$ cat src/rtl/mem_arbiter.sv
// mem_arbiter: shares a single-port 32x8 memory between NUM_REQ requesters.
// Round-robin by default; define MEM_ARB_FIXED_PRIO_EN for lowest-index priority.
module mem_arbiter #(
  parameter int NUM_REQ = 4,
  parameter int AW      = 5,
  parameter int DW      = 8
) (
  input  logic                  clk,
  input  logic                  rst_n,
  input  logic [NUM_REQ-1:0]    req,
  input  logic [NUM_REQ-1:0]    req_we,
  input  logic [NUM_REQ*AW-1:0] req_addr,
  input  logic [NUM_REQ*DW-1:0] req_wdata,
  output logic [NUM_REQ-1:0]    gnt,
  output logic [NUM_REQ-1:0]    rsp_valid,
  output logic [DW-1:0]         rsp_rdata,
  output logic [AW-1:0]         mem_addr,
  output logic [DW-1:0]         mem_data_in,
  output logic                  mem_write,
  output logic                  mem_read,
  input  logic [DW-1:0]         mem_data_out
);

  localparam int IW = (NUM_REQ > 1) ? $clog2(NUM_REQ) : 1;

  typedef enum logic [1:0] {
    IDLE,
    ACCESS,
    RD_WAIT,
    RESP
  } state_t;

  typedef struct packed {
    logic [IW-1:0] id;
    logic          we;
    logic [AW-1:0] addr;
    logic [DW-1:0] wdata;
  } xact_t;

  state_t             state_q, state_d;
  xact_t              xact_q, xact_d;
  logic [NUM_REQ-1:0] gnt_q, gnt_d;
  logic [NUM_REQ-1:0] rsp_valid_q, rsp_valid_d;
  logic [DW-1:0]      rsp_rdata_q, rsp_rdata_d;
  logic [AW-1:0]      mem_addr_q, mem_addr_d;
  logic [DW-1:0]      mem_data_q, mem_data_d;
  logic               mem_write_q, mem_write_d;
  logic               mem_read_q, mem_read_d;
  logic [IW-1:0]      win;

  function automatic logic [NUM_REQ-1:0] onehot(
    input logic [IW-1:0] i
  );
    logic [NUM_REQ-1:0] v;
    v    = '0;
    v[i] = 1'b1;
    return v;
  endfunction

`ifdef MEM_ARB_FIXED_PRIO_EN
  // Descending scan: the last hit, i.e. the lowest index, wins.
  always_comb begin
    win = '0;
    for (int k = NUM_REQ - 1; k >= 0; k--) begin
      if (req[k]) win = IW'(k);
    end
  end
`else
  logic [IW-1:0] rr_q, rr_d;
  logic [IW-1:0] rr_nxt;

  // Descending offset scan: the smallest offset from rr_q wins.
  always_comb begin
    int j;
    j   = 0;
    win = '0;
    for (int k = NUM_REQ - 1; k >= 0; k--) begin
      j = int'(rr_q) + k;
      if (j >= NUM_REQ) j = j - NUM_REQ;
      if (req[j]) win = IW'(j);
    end
  end

  assign rr_nxt = (xact_q.id == IW'(NUM_REQ - 1)) ?
                  '0 : xact_q.id + 1'b1;
`endif

  always_comb begin
    state_d     = state_q;
    xact_d      = xact_q;
    gnt_d       = '0;
    rsp_valid_d = '0;
    rsp_rdata_d = rsp_rdata_q;
    mem_addr_d  = mem_addr_q;
    mem_data_d  = mem_data_q;
    mem_write_d = 1'b0;
    mem_read_d  = 1'b0;
`ifndef MEM_ARB_FIXED_PRIO_EN
    rr_d        = rr_q;
`endif
    unique case (state_q)
      IDLE: begin
        if (|req) begin
          xact_d.id    = win;
          xact_d.we    = req_we[win];
          xact_d.addr  = req_addr[int'(win)*AW +: AW];
          xact_d.wdata = req_wdata[int'(win)*DW +: DW];
          gnt_d        = onehot(win);
          mem_addr_d   = xact_d.addr;
          mem_data_d   = xact_d.wdata;
          mem_write_d  = xact_d.we;
          mem_read_d   = !xact_d.we;
          state_d      = ACCESS;
        end
      end
      ACCESS: begin
`ifndef MEM_ARB_FIXED_PRIO_EN
        rr_d = rr_nxt;
`endif
        if (xact_q.we) begin
          rsp_valid_d = onehot(xact_q.id);
          state_d     = RESP;
        end else begin
          state_d = RD_WAIT;
        end
      end
      RD_WAIT: begin
        rsp_rdata_d = mem_data_out;
        rsp_valid_d = onehot(xact_q.id);
        state_d     = RESP;
      end
      RESP: begin
        state_d = IDLE;
      end
      default: begin
        state_d = IDLE;
      end
    endcase
  end

  always_ff @(posedge clk or negedge rst_n) begin
    if (!rst_n) begin
      state_q     <= IDLE;
      xact_q      <= '0;
      gnt_q       <= '0;
      rsp_valid_q <= '0;
      rsp_rdata_q <= '0;
      mem_addr_q  <= '0;
      mem_data_q  <= '0;
      mem_write_q <= 1'b0;
      mem_read_q  <= 1'b0;
`ifndef MEM_ARB_FIXED_PRIO_EN
      rr_q        <= '0;
`endif
    end else begin
      state_q     <= state_d;
      xact_q      <= xact_d;
      gnt_q       <= gnt_d;
      rsp_valid_q <= rsp_valid_d;
      rsp_rdata_q <= rsp_rdata_d;
      mem_addr_q  <= mem_addr_d;
      mem_data_q  <= mem_data_d;
      mem_write_q <= mem_write_d;
      mem_read_q  <= mem_read_d;
`ifndef MEM_ARB_FIXED_PRIO_EN
      rr_q        <= rr_d;
`endif
    end
  end

  assign gnt         = gnt_q;
  assign rsp_valid   = rsp_valid_q;
  assign rsp_rdata   = rsp_rdata_q;
  assign mem_addr    = mem_addr_q;
  assign mem_data_in = mem_data_q;
  assign mem_write   = mem_write_q;
  assign mem_read    = mem_read_q;

endmodule

$ cat config.mk
export PLATFORM = sky130hd
export DESIGN_NAME = mem_arbiter
export DESIGN_NICKNAME = d
export VERILOG_FILES = /design/src/rtl/mem_arbiter.sv
export SDC_FILE = /design/constraint.sdc
export NUM_CORES = 1
export LEC_CHECK = 0
export CAP_MARGIN = 30
export CORE_MARGIN = 8
export CORE_UTILIZATION = 40
export DETAILED_ROUTE_END_ITERATION = 8
export MAX_ROUTING_LAYER = met4
export PLACE_DENSITY = 0.8
export SYNTH_ARGS = -nofsm -noshare
export SYNTH_HDL_FRONTEND = slang
export SYNTH_SLANG_ARGS = --single-unit
$ cat constraint.sdc
create_clock -name clk -period 2.3 [get_ports clk]
set_clock_uncertainty 0.1 [all_clocks]
set_input_delay 0.345 -clock clk [delete_from_list [all_inputs] [get_ports clk]]
set_output_delay 0.345 -clock clk [all_outputs]
set_load 0.01 [all_outputs]
After elaboration in Yosys (flattened, before gate mapping)

Index checks and enable logic that the tools add are counted.

Add/sub/neg operators: 8
Multiply operators: 1
Divide/modulo/power cells: 0
Order comparisons: 12
Equal/unequal tests: 5
Shifts and indexed selects: 2
Mux-type cells: 38
Bitwise operators: 0
Reduce and logical (&&, ||, !) cells: 6

Operators by type and width:

| operator                                                                             | number |
|---|---|
| 32-bit by 4-bit less-than comparator with 1-bit output (second input constant)       | 4 |
| 32-bit 2-to-1 mux                                                                    | 4 |
| 32-bit by 6-bit indexed part select with 8-bit output                                | 1 |
| 20-bit by 6-bit indexed part select with 5-bit output                                | 1 |
| 1-bit 2-to-1 mux                                                                     | 16 |
| 2-bit 2-to-1 mux                                                                     | 6 |
| 4-bit 2-to-1 mux                                                                     | 3 |
| 3-bit by 3-bit subtractor with 4-bit output (second input constant)                  | 3 |
| 1-bit binary-select mux with 2-bit select                                            | 5 |
| 3-bit greater-or-equal comparator (second input constant)                            | 3 |
| 2-bit case mux with 4 select lines                                                   | 1 |
| 4-bit case mux with 2 select lines                                                   | 1 |
| 2-bit by 2-bit adder with 3-bit output (second input constant)                       | 2 |
| 2-bit equality test (second input constant)                                          | 3 |
| 2-bit by 3-bit less-than comparator with 1-bit output (second input constant)        | 2 |
| 2-bit by 3-bit multiplier with 5-bit output (second input constant)                  | 1 |
| 1-bit demux with 2-bit select                                                        | 2 |
| 2-bit by 1-bit greater-or-equal comparator with 1-bit output (second input constant) | 2 |
| 4-bit OR reduction                                                                   | 1 |
| 2-bit by 3-bit subtractor with 4-bit output (second input constant)                  | 1 |
| 2-bit by 1-bit adder with 3-bit output (second input constant)                       | 1 |
| 2-bit by 3-bit greater-or-equal comparator with 1-bit output (second input constant) | 1 |
| 2-bit by 1-bit adder with 2-bit output (second input constant)                       | 1 |
| 2-bit by 1-bit equality test with 1-bit output (second input constant)               | 1 |
| other kinds (5)                                                                      | 6 |

Bits in registers: 38
Latch bits: 0
Memory bits (writable): 0
Bits in read-only memories: 0
Word-level logic and storage cells: 83
Memories kept: 0

Longest topological paths before layout

Gate-level depths: netlist (run 1).

Depth in word-level cells: 16
Gate-level depth with buffers: 7
Gate-level depth less buffers: 5

Worst setup path before layout (run 1)

No wires, ideal clock.

Path type: reg2reg
From: register rr_q[1]
To: register mem_addr_q[0] (netlist: mem_addr[0])
Setup time: 0.086 ns
Arrival time: 1.602 ns
Path slack: 0.512 ns
Stages on the path, launching flop included: 8
Path buffers: 2
Period minus slack after synthesis: 1.788 ns
Cell sequence: dfrtp_1 -> a21oi_1 -> nor3_1 -> or3_4 -> or2_0 -> buf_2 -> buf_6 -> o221ai_2

Cells in the longest elaborated chain, start to end: 12

Ends and longest elaborated chain:

| what                                                                                                    | line | RTL |
|---|---|---|
| start, declared                                                                                         | 69   | `logic [IW-1:0] rr_q, rr_d;` |
| start signal, assigned                                                                                  | 166  | `rr_q <= rr_d;` |
| 2-bit by 2-bit adder with 3-bit output                                                                  | 78   | `j = int'(rr_q) + k;` |
| 3-bit by 3-bit subtractor with 4-bit output / 3-bit greater-or-equal comparator (equally long branches) | 79   | `if (j >= NUM_REQ) j = j - NUM_REQ;` |
| 32-bit 2-to-1 mux                                                                                       | 79   |  |
| 1-bit binary-select mux with 2-bit select                                                               | 80   | `if (req[j]) win = IW'(j);` |
| 1-bit 2-to-1 mux (implied by the code) (2 in series)                                                    | 80   |  |
| 2-bit 2-to-1 mux (3 in series)                                                                          | 80   |  |
| 2-bit 2-to-1 mux (*)                                                                                    | 80   |  |
| 2-bit by 3-bit multiplier with 5-bit output (*)                                                         | 106  | `xact_d.addr = req_addr[int'(win)*AW +: AW];` |
| 20-bit by 6-bit indexed part select with 5-bit output (*)                                               | 106  |  |
| end signal, assigned                                                                                    | 161  | `mem_addr_q <= mem_addr_d;` |
| end, declared                                                                                           | 45   | `logic [AW-1:0] mem_addr_q, mem_addr_d;` |

Every way passes the cells marked *; elsewhere a longest branch is shown, timed or not. The select of a mux whose other input is x is not followed.
A chain may end at the register's enable or synchronous reset.

Worst setup path in the final report (run 1)

From: input port req[3]
To: register mem_addr_q[3] (netlist: mem_addr[3])

Cells in the longest elaborated chain, start to end: 9

Ends and longest elaborated chain:

| what                                                  | line | RTL |
|---|---|---|
| start, declared                                       | 10   | `input logic [NUM_REQ-1:0] req,` |
| 1-bit binary-select mux with 2-bit select             | 80   |  |
| 1-bit 2-to-1 mux (implied by the code) (2 in series)  | 80   |  |
| 2-bit 2-to-1 mux (4 in series)                        | 80   |  |
| 2-bit by 3-bit multiplier with 5-bit output           | 106  |  |
| 20-bit by 6-bit indexed part select with 5-bit output | 106  |  |

Several ways; a longest one is shown, not always the timed one. The select of a mux whose other input is x is not followed.

==> results by group, run 1 <==
Outcome
  – Status: completed

Clock tree
  – H-tree Lvls: 2
  – Clk buf depth: 2
  – # clock sinks: 38
  – Post-cts resize count: 0
  – Postcts setup bufs: 0
  – Clock root buffer master: clkbuf_8
  – Clock latency on the worst-skew pair: 290 ps
  – Clock-pin slew on the worst setup and hold paths: around 70 ps
  – CTS tree: yes
  – Count of hold buffers inserted by post-cts repair: 0
  – TritonCTS buffer count: 5

STA
  – RSZ-0062 raised after global routing: no
  – Crit path time final: 2070 ps
  – Slew HR: 44.8%
  – Hold Vio Cnt, Final: 0
  – Final setup fails: 0
  – Fin. max-slew vios: 0
  – Least-Margin Pin Slew: 828 ps
  – Final Cycle Share: 89.9%
  – FMAX: 484 MHz

Worst setup path
  – CP required: about 2400 ps
  – Worst EP arrival: 2130 ps
  – Crit-path cells: clkdlybuf4s50_1, nor2_1, and4b_1, nor2_4, buf_4, mux2i_1, o221ai_2
  – CP Capture Type: flop
  – FF-to-FF End: mem_data_in[2]
  – R2R depth: 6
  – Crit path kind: in -> reg
  – CP max-delay cell: clkdlybuf4s50_1
  – Nature of the critical path startpoint: input port
  – R2r setup slk: 380 ps
  – Critical path's largest stage delay: 490 ps
  – Reg2reg start: rr_q[1]
  – Worst-path maximum fanout: 7

Routing
  – Initial DRC Count: 67
  – Residual DRC: 0
  – Final ANT Viol Nets: 0
  – Routed Wire Length: 5690 um
  – Vias per cell: 4.97
  – WL per Instance: between 15 and 20 um
  – Detailed-route via count: about 1800
  – Initial DRT Pass Iterations: 4

Synthesis
  – Cell taking the most area after synthesis: dfrtp_1
  – Cells after synthesis: ~170
  – Post-synth EDFFs: 0
  – Commonest cells in the netlist: 38 x dfrtp_1, 26 x mux2i_1, 19 x nand2_1, 9 x mux2_2, 8 x o221ai_2
  – Syn Nets: 251
  – Yosys warns: 0
  – Top cell type's share of synthesized area: 46.9%
  – Seq/Total Area, Yosys: between 40% and 50%
  – Syn_area_per_cell: 11.7 um2
  – Post-Synthesis Cell Area: 0.00203 mm2
  – Synth cell types: 34
  – Post-synth ARST share: 100%
  – Count leader, synth: dfrtp_1
  – Most area-consuming cells after synthesis: dfrtp_1 47%, mux2i_1 13%, o221ai_2 5.9%
  – Most common flop cell mapped by yosys: dfrtp_1
  – FF+latch count, synth: 38

Cells and area
  – Fin area: ~0.0033 mm2
  – Ratio of cells with drive above 1 in the final layout: around 17%
  – Nets: 369
  – Fin util: 66.5%
  – Area grow syn2layout: 64.2%
  – Antenna cells: 0

Global route
  – Largest net degree at the start of global routing: 39
  – Global route overflow: 0
  – Total Routing Usage GR: 15.4%
  – First-pass GRT wire length: 8980 um
  – Initial antenna violation count: 0
  – Via count of the first global-routing pass: 1898

Placement
  – GPL Wtd Cong: 0.877
  – # port buffers: 100
  – Placed cell area: between 0.003 and 0.004 mm2
  – HPWL after DPL: 4620 um

Die
  – Die height: approximately 87 um
  – Core Region: 0.00501 mm2
  – Die width: a little under 90 um
  – Ports: between 100 and 150
  – Cell Rows: 26
  – Die area: about 0.0076 mm2
  – Initial core utilization: 40.5%

Power
  – Max rail drop VDD: between 500 and 600 uV
  – PD cells: around 1100 mW/mm2
  – Pleak: 1.49 nW

Hold path
  – Hold/Removal Path Class: in -> async

Flow run
  – Max Cap Viol: 0
[layout make-up]
cell class / instances / area (um2)
fillers: 421 / 1680
repair buffers: 120 / 1160
flip-flops and latches: 38 / 951
clock inverters: 1 / 5.00
inverters: 5 / 18.8
multi-input cells: 122 / 1020
well taps: 70 / 87.6
clock buffers: 7 / 86.3
[cell usage in the layout, fill, tap and decap left out, types with 3 or more instances in the layout]
master            n
nand2b_1          3
nand2_1          19
dfrtp_1          38
nor2_1            3
and2_1            7
mux2i_1          26
nor3_1            4
clkdlybuf4s50_1  99
mux2_2            9
buf_4            19
o21ai_0           7
o221ai_2          8
ha_1              7
o221ai_1          6
clkbuf_8          6
inv_1             5
nand3_1           5
[where the power goes]
part	internal [mW]	switching [mW]	leakage, nW
Clock	0.242	0.228	0.0482
Combinational	1.20	0.948	0.968
Sequential	0.969	0.171	0.476
[metal layers]
metal	global-route usage (%)	part of all wire [%]	up-vias
met5	-	0	-
met4	5.16	1.7	0
met3	4.91	7.2	10
met2	24.6	49	72
met1	18.0	42	855
li1	-	-	867
[through the flow]
stage | TNS [ps] | hold WS [ps] | total power [mW] | worst slack (ps) | std cells
2_1_floorplan | 0 | -50.6 | 2.33 | 512 | 174
3_3_place_gp | -46.6 | 369 | 3.27 | -21.1 | 355
3_5_place_dp | -727 | 374 | 3.33 | -79.3 | 355
4_1_cts | 0 | 93.1 | 3.81 | 230 | 363
5_1_grt | 0 | 130 | 4.02 | 108 | 363
6_report | 0 | 51.4 | 3.76 | 233 | 363
[worst max-delay path, delay by kind of cell]
| family | cells | cell delay [ps] |
|---|---|---|
| AO/OA/AOI/OAI | 1 | 110 |
| multiplexers | 1 | 260 |
| buffers and inverters | 2 | 700 |
| AND/OR/NAND/NOR | 3 | 710 |
[worst max path at each step]
stage,endpoint,startpoint,slack (ps)
final,mem_addr[3],req[3],230
after global routing,mem_data_in[0],req[3],110
after CTS,mem_addr[3],req[3],230
after detailed placement,mem_addr[3],req[3],-80
after global placement,mem_data_in[2],req[1],-20
after floorplan,mem_addr[0],rr_q[1],510
[kinds of logic (layout without fill, tap and decap cells)]
| logic type | after synthesis | in the layout | share of synthesized area, % |
|---|---|---|---|
| AO/OA/AOI/OAI | 28 | 28 | 13.3 |
| adder cells (fa/ha/maj) | 7 | 7 | 4.32 |
| buffers and inverters | 14 | 133 | 3.64 |
| flip-flops | 38 | 38 | 46.9 |
| multiplexers | 35 | 35 | 17.8 |
| AND/OR/NAND/NOR | 52 | 52 | 14.0 |
[sequential cells by signal, summed over array words and instances, names as in the netlist]
register     count
mem_data_in      8
rsp_rdata        8
mem_addr         5
gnt              4
rsp_valid        4
xact_q           3
rr_q             2
state_q          2
mem_read         1
mem_write        1
(Power assumes the default switching activity.)
==> run 2: changes to the inputs <==
==> config.mk (replaced) <==
export PLATFORM = sky130hd
export DESIGN_NAME = mem_arbiter
export DESIGN_NICKNAME = d
export VERILOG_FILES = /design/src/rtl/mem_arbiter.sv
export SDC_FILE = /design/constraint.sdc
export NUM_CORES = 1
export LEC_CHECK = 0
export ABC_AREA = 1
export CAP_MARGIN = 25
export CORE_MARGIN = 8
export CORE_UTILIZATION = 44
export DETAILED_ROUTE_END_ITERATION = 8
export MAX_ROUTING_LAYER = met4
export PLACE_DENSITY = 0.81
export SYNTH_ARGS = -nofsm -noshare
export SYNTH_HDL_FRONTEND = slang
export SYNTH_SLANG_ARGS = --single-unit
==> run 2 against run 1 <==
Cell area rose by 11%. Sequential share of layout area down 2.9 points. Sequential power is essentially flat. Synthesized area up 26%. Total power is 31% higher. Global-route usage is 0.51 points higher. Maximum frequency rose by 3.5%. Worst setup slack better by 69 ps. Die area rose by 12%. Sequential cell count stayed put. Via count is 31% higher. Critical endpoint is now xact_q[13].
==> results by group, run 2 <==
Worst setup path
  – CP Capture Type: flop
  – Critical path's largest stage delay: approximately 540 ps
  – Crit-path cells: nand2_1, nand3_2, nand2_1, inv_2, nand3_2, nand2_2, buf_12, nand2_1, nand3_1, nand2_1, nand2_1, nand2_1
  – Cell family with most CP delay: simple AND/OR/NAND/NOR gates
  – R2R depth: 12
  – Reg2reg start: rr_q[0]
  – R2r setup slk: a little over 300 ps
  – Crit. path cell count: 12
  – Top cell by count, worst path: nand2_1
  – CP max-delay cell: dfrtp_1
  – Nature of the critical path startpoint: flop
  – Crit path kind: reg -> reg
  – Worst-path maximum fanout: 28
  – FF-to-FF End: xact_q[13]
  – Worst EP arrival: 2070 ps
  – CP required: about 2400 ps
  – Crit path buffers/inverters: 2

Cells and area
  – Nets: ~520
  – Fin util: between 60 and 70%
  – Area occupied by multi-input gates: 0.00117 mm2
  – Reg area: 951 um2
  – Antenna cells: 0
  – Commonest non-fill, non-tap cell in the layout: nand2_1
  – Area grow syn2layout: 45.0%
  – Ratio of cells with drive above 1 in the final layout: 13.8%
  – Fin area: 0.00370 mm2
  – Most frequent cells in the layout: 103 x nand2_1, 99 x clkdlybuf4s50_1, 72 x inv_1
  – Fillers: 484

STA
  – Final setup fails: 0
  – FMAX: 501 MHz
  – Fin. max-slew vios: 0
  – Crit path time final: approximately 2000 ps
  – Hold Vio Cnt, Final: 0
  – Least-Margin Pin Slew: 810 ps
  – Hold slack: 51.0 ps
  – Final Cycle Share: 86.8%
  – Sum Neg Setup Slack: 0 ps
  – RSZ-0062 raised after global routing: no
  – Slew HR: 46.0%

Clock tree
  – Count of hold buffers inserted by post-cts repair: 0
  – Clk buf depth: 2
  – H-tree Lvls: 2
  – Clock root buffer master: clkbuf_8
  – Post-cts resize count: 0
  – TritonCTS buffer count: 5
  – Postcts setup bufs: 0
  – # clock sinks: 38
  – Clock-pin slew on the worst setup and hold paths: 70 ps
  – Clock latency on the worst-skew pair: roughly 280 ps
  – CTS tree: yes

Die
  – Cell Rows: 27
  – Ports: just over 100
  – Initial core utilization: 45.8%
  – Die width: approximately 92 um
  – Die area: between 0.008 and 0.009 mm2
  – Core Region: 0.00557 mm2
  – Die height: ~92 um

Power
  – Pleak: 1.97 nW
  – Total chip power: 4.92 mW
  – Max rail drop VDD: 663 uV
  – PD cells: 1330 mW/mm2

Synthesis
  – Post-Synthesis Cell Area: 0.00255 mm2
  – Multiplexer area fraction after synthesis: around 3.5%
  – Syn Nets: 420
  – Post-synth ARST share: 100%
  – Most area-consuming cells after synthesis: dfrtp_1 37%, nand2_1 15%, inv_1 11%
  – Synth cell types: 25
  – Most common flop cell mapped by yosys: dfrtp_1
  – Count leader, synth: nand2_1
  – Largest family of logic cells by synthesized area: simple AND/OR/NAND/NOR gates
  – Simple-gate portion of the synthesized area: 37.1%
  – Synth Area in Compound Gates: 1.91%
  – Syn_area_per_cell: 7.45 um2
  – FF+latch count, synth: 38
  – Cell taking the most area after synthesis: dfrtp_1
  – Post-synth EDFFs: 0
  – Cells after synthesis: 343
  – XOR/XNOR share of the synthesized area: 0%
  – Yosys warns: 0
  – Top cell type's share of synthesized area: 37.2%
  – Seq/Total Area, Yosys: 37.2%
  – Adder-Cell Fraction of Synth Area: between 3 and 4%
  – Commonest cells in the netlist: 103 x nand2_1, 72 x inv_1, 42 x nand3_1, 38 x dfrtp_1, 23 x nand3_2

Global route
  – Initial antenna violation count: 0
  – Largest net degree at the start of global routing: 39
  – Global route overflow: 0
  – First-pass GRT wire length: 11000 um
  – Via count of the first global-routing pass: between 2000 and 2500
  – Total Routing Usage GR: between 10% and 20%

Hold path
  – Hold/Removal Path Class: in -> async

Placement
  – HPWL after DPL: 5320 um
  – GPL Wtd Cong: 0.853
  – Placed cell area: 0.00361 mm2
  – # port buffers: 100

Routing
  – Initial DRT Pass Iterations: 5
  – Routed Wire Length: roughly 6500 um
  – Residual DRC: 0
  – Final ANT Viol Nets: 0
  – Initial DRC Count: 70
  – Detailed-route via count: 2359
  – WL per Instance: 12.7 um
  – Vias per cell: 4.58

Outcome
  – Status: completed

Flow run
  – Max Cap Viol: 0
[run 2: cell types whose count changed after synthesis, moves of 7 or more]
| cell | delta |
|---|---|
| nand2_1 | +84 |
| inv_1 | +67 |
| nand3_1 | +37 |
| mux2i_1 | -26 |
| nand3_2 | +23 |
| o221ai_2 | -8 |
| and2_1 | -7 |
| nand2_2 | +7 |
[run 2: through the flow]
stage	instances	setup WS [ps]
floorplan	343	588
finish	515	303
global route	515	108
global placement	507	76.4
detailed placement	507	23.6
CTS	515	303
[run 2: per-layer routing]
layer  wire [um]  global-route usage (%)
met3         432                    3.91
met4          31                    3.09
met2        2940                    25.1
met1        3110                    20.3
met5           0                       -
[run 2: power breakdown]
group	total (mW)	internal, mW	switching (mW)
Combinational	3.30	1.48	1.82
Clock	0.466	0.241	0.225
Sequential	1.16	0.977	0.183
[run 2: worst max path at each step]
| stage | from | end | slack (ps) |
|---|---|---|---|
| 6_report | rr_q[0] | xact_q[13] | 300 |
| 5_1_grt | rr_q[0] | xact_q[13] | 110 |
| 4_1_cts | rr_q[0] | xact_q[13] | 300 |
| 3_5_place_dp | req[1] | xact_q[13] | 20 |
| 3_3_place_gp | req[1] | mem_addr[3] | 80 |
| 2_1_floorplan | state_q[0] | xact_q[13] | 590 |
[run 2: worst reg2reg max path: cells and delay by family, from the launching register on]
kind / cells / cell delay, ps
buf+inv: 2 / 260
flops: 1 / 540
simple gates: 10 / 980
[run 2: kinds of logic (layout without fill, tap and decap cells)]
family / after synthesis / in the layout
AOI/OAI and AO/OA: 9 / 9
adders and majority gates: 7 / 7
buffers and inverters: 92 / 192
DFF: 38 / 38
muxes: 8 / 8
and+or+nand+nor: 189 / 189
[run 2: final cells by class]
class / count / share of cell area, %
well taps: 72 / 2.43
multi-input cells: 213 / 31.7
clock buffers: 6 / 2.23
inverters: 77 / 7.94
clock inverters: 2 / 0.338
repair buffers: 107 / 29.7
flip-flops and latches: 38 / 25.7
